==> config.mk <==
export PLATFORM = sky130hd
export DESIGN_NAME = level_meter
export DESIGN_NICKNAME = d
export VERILOG_FILES = /design/src/rtl/audio_pkg.sv /design/src/rtl/level_decay.sv /design/src/rtl/level_meter.sv
export SDC_FILE = /design/constraint.sdc
export NUM_CORES = 1
export LEC_CHECK = 0
export CORE_ASPECT_RATIO = 0.75
export CORE_MARGIN = 4
export CORE_UTILIZATION = 35
export DETAILED_ROUTE_END_ITERATION = 7
export HOLD_SLACK_MARGIN = 0.12
export SLEW_MARGIN = 10
export SYNTH_ARGS = -nofsm -noshare
export SYNTH_HDL_FRONTEND = slang
export SYNTH_SLANG_ARGS = --single-unit
==> constraint.sdc <==
create_clock -name clk -period 4.2 [get_ports clk]
set_input_delay 0.84 -clock clk [delete_from_list [all_inputs] [get_ports clk]]
set_output_delay 0.84 -clock clk [all_outputs]
set_load 0.03 [all_outputs]
==> src/rtl/audio_pkg.sv <==
// Shared constants, FSM encoding and sample-deviation helper for the audio level meter.
package audio_pkg;

    localparam int unsigned NUM_CH    = 4;
    localparam int unsigned SAMPLE_W  = 12;
    localparam int unsigned LEVEL_W   = 12;
    localparam logic [11:0] LEVEL_MAX = 12'd2047;

    localparam logic [0:0] ST_ACCUM  = 1'b0;
    localparam logic [0:0] ST_UPDATE = 1'b1;

    // |data - mid| computed at 13 bits, then clamped to the 11-bit display range.
    function automatic logic [11:0] abs_dev(input logic [11:0] data, input logic [11:0] mid);
        logic [12:0] a;
        logic [12:0] b;
        logic [12:0] diff;
        a    = {1'b0, data};
        b    = {1'b0, mid};
        diff = (a >= b) ? (a - b) : (b - a);
        return (diff > {1'b0, LEVEL_MAX}) ? LEVEL_MAX : diff[11:0];
    endfunction

endpackage

==> src/rtl/level_decay.sv <==
// Per-channel display update: the larger of the new frame peak and the decayed old level.
module level_decay
    import audio_pkg::*;
#(
    parameter int unsigned DECAY_SHIFT = 4
) (
    input  logic [11:0] i_snap,
    input  logic [11:0] i_disp,
    output logic [11:0] o_level
);

    logic [11:0] w_fall;
    logic [11:0] w_decayed;

    // w_fall never exceeds i_disp, so the subtraction cannot wrap.
    assign w_fall    = i_disp >> DECAY_SHIFT;
    assign w_decayed = i_disp - w_fall;
    assign o_level   = (i_snap > w_decayed) ? i_snap : w_decayed;

endmodule

==> src/rtl/level_meter.sv <==
// Four-channel peak level meter: accumulates per-frame peaks and updates decaying display levels.
module level_meter
    import audio_pkg::*;
#(
    parameter int unsigned DECAY_SHIFT = 4,
    parameter int unsigned MIDSCALE    = 2048
) (
    input  logic        clk,
    input  logic        rst,
    input  logic        sample_valid,
    input  logic [1:0]  sample_ch,
    input  logic [11:0] sample_data,
    input  logic        frame_start,
    input  logic [1:0]  channel_select,
    output logic [11:0] val,
    output logic        busy
);

    localparam logic [11:0] MID = MIDSCALE[11:0];

    logic [11:0] r_peak [NUM_CH];
    logic [11:0] r_snap [NUM_CH];
    logic [11:0] r_disp [NUM_CH];
    logic [0:0]  r_state;
    logic [1:0]  r_idx;
    logic        r_busy;
    logic [11:0] r_val;

    logic [11:0] w_dev;
    logic        w_take;
    logic [11:0] w_level;

    assign w_dev  = abs_dev(sample_data, MID);
    assign w_take = frame_start && (r_state == ST_ACCUM);

    always_ff @(posedge clk) begin
        if (rst) begin
            for (int i = 0; i < NUM_CH; i++) begin
                r_peak[i] <= '0;
                r_snap[i] <= '0;
            end
        end else begin
            if (w_take) begin
                for (int i = 0; i < NUM_CH; i++) begin
                    r_snap[i] <= r_peak[i];
                    r_peak[i] <= '0;
                end
            end
            // A sample in the snapshot cycle seeds the freshly cleared peak.
            if (sample_valid) begin
                if (w_take) begin
                    r_peak[sample_ch] <= w_dev;
                end else if (w_dev > r_peak[sample_ch]) begin
                    r_peak[sample_ch] <= w_dev;
                end
            end
        end
    end

    level_decay #(
        .DECAY_SHIFT(DECAY_SHIFT)
    ) u_decay (
        .i_snap (r_snap[r_idx]),
        .i_disp (r_disp[r_idx]),
        .o_level(w_level)
    );

    always_ff @(posedge clk) begin
        if (rst) begin
            r_state <= ST_ACCUM;
            r_idx   <= '0;
            r_busy  <= 1'b0;
            for (int i = 0; i < NUM_CH; i++) begin
                r_disp[i] <= '0;
            end
        end else if (r_state == ST_ACCUM) begin
            if (frame_start) begin
                r_state <= ST_UPDATE;
                r_idx   <= '0;
                r_busy  <= 1'b1;
            end
        end else begin
            r_disp[r_idx] <= w_level;
            r_idx         <= r_idx + 2'd1;
            if (r_idx == 2'd3) begin
                r_state <= ST_ACCUM;
                r_busy  <= 1'b0;
            end
        end
    end

    always_ff @(posedge clk) begin
        if (rst) begin
            r_val <= '0;
        end else begin
            r_val <= r_disp[channel_select];
        end
    end

    assign val  = r_val;
    assign busy = r_busy;

endmodule

==> impl_metrics.tcl <==
set metrics [dict create \
    synth_area_leader_cell "edfxtp_1" \
    worst-path-buf-inv 3 \
    grt-ovfl-total 0 \
    synth_edf_count 144 \
    post-dp-hpwl_um 14200 \
    dp_cells 1017 \
    met3WireLength_um 821 \
    place_congestion 0.928 \
    placedInstanceArea_sq_um 9570 \
    initial_utilization 0.361 \
    cts_tree "yes" \
    slowest_stage "mux4_2" \
    rsz0062_at_grt "true" \
    firstDrtPassIters 5 \
    io_pins 33 \
    drive_gt1_frac 0.239 \
    critPathKind "flop to flop" \
    crit_family "compound AO/OA/AOI/OAI gates" \
    nFillCells 2071 \
    drv_slew 0 \
    synth_area_per_cell_sq_um 12.8 \
    cts-buffers-inserted 17 \
    dr_total_vias 5485 \
    synth_ff_type "edfxtp_1" \
    htree_levels 4 \
    drv_cap 0 \
    async_reset_ff_frac 0 \
    insertion_delay_ns 0.43 \
    clock_path_buffers 2 \
    crit_arrival_ns 4.44 \
    synthTopCellsByCount "edfxtp_1 (144), nor2_1 (95), and2_1 (48), mux4_2 (48), inv_1 (39)" \
    p_per_area_nw_per_um2 479 \
    cts_root_buf "clkbuf_16" \
    synthCells 659 \
    final_area_sq_um 10400 \
    die_w_um 187 \
    syn-cell-area_sq_um 8440 \
    post-synth-top-count-cell "edfxtp_1" \
    fin_crit_ns 4.28 \
    via_per_inst 5.17 \
    place.port_buffers 32 \
    grt_max_degree 49 \
    drt-met1-wl_um 9240 \
    setup_viol 18 \
    path_cells "buf_16 > mux4_2 > inv_2 > ha_4 > a21o_1 > o31a_1 > nor2_1 > nor2_1 > ha_1 > a21oi_2 > o21ai_1 > a2111o_1 > o21a_4 > buf_12 > mux2i_4 > nor2_1" \
    synth_top_area_share 0.512 \
    synth-seq-cells 162 \
    wire_per_inst_um 18.5 \
    grt_first_pass_wirelength_um 31200 \
    num_antenna_cells 0 \
    cp_max_fo 7 \
    fin_ws_ns -0.0756 \
    status "finished with violations" \
    grt_pass1_vias 5724 \
    maxClockFrequency_mhz 234 \
    initialDrtViolationCount 474 \
    grt_usage 0.151 \
    numClockSinks 162 \
    nets 803 \
    tightest_slew_ns 0.917 \
    cp-start-kind "flop" \
    r2r_cells 16 \
    die_h_um 142 \
    wl_um 19600 \
    path_clk_slew_ns 0.06 \
    core.rowCount 48 \
    hold_viol 0 \
    dieArea_sq_um 26700 \
    crit_required_ns 4.37 \
    grt_antenna_before_repair 0 \
    fin_crit_sh 1.02 \
    post-route-util 0.445 \
    fp.coreArea_sq_um 23400 \
    ys_warn_count 0 \
    dr_wl_met2_um 9370 \
    cp.depth 16 \
    ir_worst_vdd_mv 0.294 \
    fin_skew_ns 0.0127 \
    hold_class "flop to flop" \
    final_antenna_net_count 0 \
    synthToLayoutAreaGrowth_pct 23.1 \
    synthTopCellsByArea "edfxtp_1 (51%), mux4_2 (13%), ha_1 (5.0%)" \
    violations "setup timing" \
    cpPeakStageDelay_ns 0.55 \
    path_common_cell "nor2_1" \
    leakage_nw 3.90 \
    end_kind "flop" \
    top_layer "met4" \
    p_total_mw 4.97 \
    min_path_cells 1 \
    instances_no_fill 1061 \
    route.detailed.drc 0 \
    slew-limit-headroom 0.387 \
    ys_seq_area_frac 0.555 \
    tns_ns -0.773 \
    ys_types 48 \
]
## layout by cell type, fill, tap and decap left out, types with 11 or more instances in the layout
cell               n
clkbuf_16         17
buf_4             60
a21oi_1           22
nor2_1            93
and2_1            48
clkdlybuf4s50_1   32
inv_1             33
mux4_2            48
ha_1              29
nor2b_1           16
nand2_1           22
dfxtp_1           17
nand2b_1          11
edfxtp_1         144
## area by class of cell
class                           instances  area (sq um)  area share
Clock buffer                           17           425      0.0410
Timing Repair Buffer                  100           930      0.0895
Multi-Input combinational cell        428          3690       0.355
Sequential cell                       162          4690       0.451
Inverter                               39           146      0.0141
Clock inverter                         15           131      0.0126
Tap cell                              300           375      0.0361
## sequential cells by signal, indices dropped and copies added, names as in the netlist, named ones only
signal   flops
r_peak      48
r_disp      48
r_state      1
busy         1
r_snap      48
val         12
r_idx        2
## repair_timing
action	in CTS	in global routing
hold endpoints to repair	0	0
hold buffers	0	0
setup buffers	9	3
endpoints found under the setup margin	48	48
pin swaps	10	3
cloned	1	0
gates resized for setup	22	5
## logic make-up (layout without fill, tap and decap cells)
logic type / after synthesis / after routing / share of synthesized area
DFF: 162 / 162 / 0.555
AOI/OAI and AO/OA: 80 / 80 / 0.0620
muxes: 53 / 53 / 0.134
and+or+nand+nor: 241 / 241 / 0.147
buffers and inverters: 73 / 171 / 0.0338
xor gates and xnor gates: 14 / 14 / 0.0145
other: 1 / 5 / 0.000444
adders and majority gates: 35 / 35 / 0.0528
## through the flow
step	hold WS [ns]	setup slack, ns
finish	0.552	-0.0756
global route	0.574	-0.239
CTS	0.551	-0.00282
detailed placement	0.525	-0.175
global placement	0.520	-0.0538
floorplan	0.518	0.0339
## metal layers
metal	vias up	track usage
met5	-	0
met3	11	0.0309
li1	2617	-
met2	112	0.244
met4	0	0.0397
met1	2745	0.210
## worst paths after layout
path	start	end	slack (ns)
worst max register to register	flop	r_disp[2][1]$_SDFFCE_PN0P_	-0.08
worst max-delay path	flop	r_disp[2][1]$_SDFFCE_PN0P_	-0.08
worst min register to register	r_peak[1][3]$_SDFFCE_PN0P_	r_snap[1][3]$_SDFFCE_PN0P_	0.55
worst min-delay path	r_peak[1][3]$_SDFFCE_PN0P_	r_snap[1][3]$_SDFFCE_PN0P_	0.55
## power breakdown
| part | total (mW) | internal, mW | switching, mW |
|---|---|---|---|
| logic | 1.56 | 0.737 | 0.823 |
| clock network | 1.47 | 0.818 | 0.650 |
| registers | 1.94 | 1.89 | 0.0506 |
| total | 4.97 | 3.45 | 1.52 |
Power figures use the tool's default switching activity.
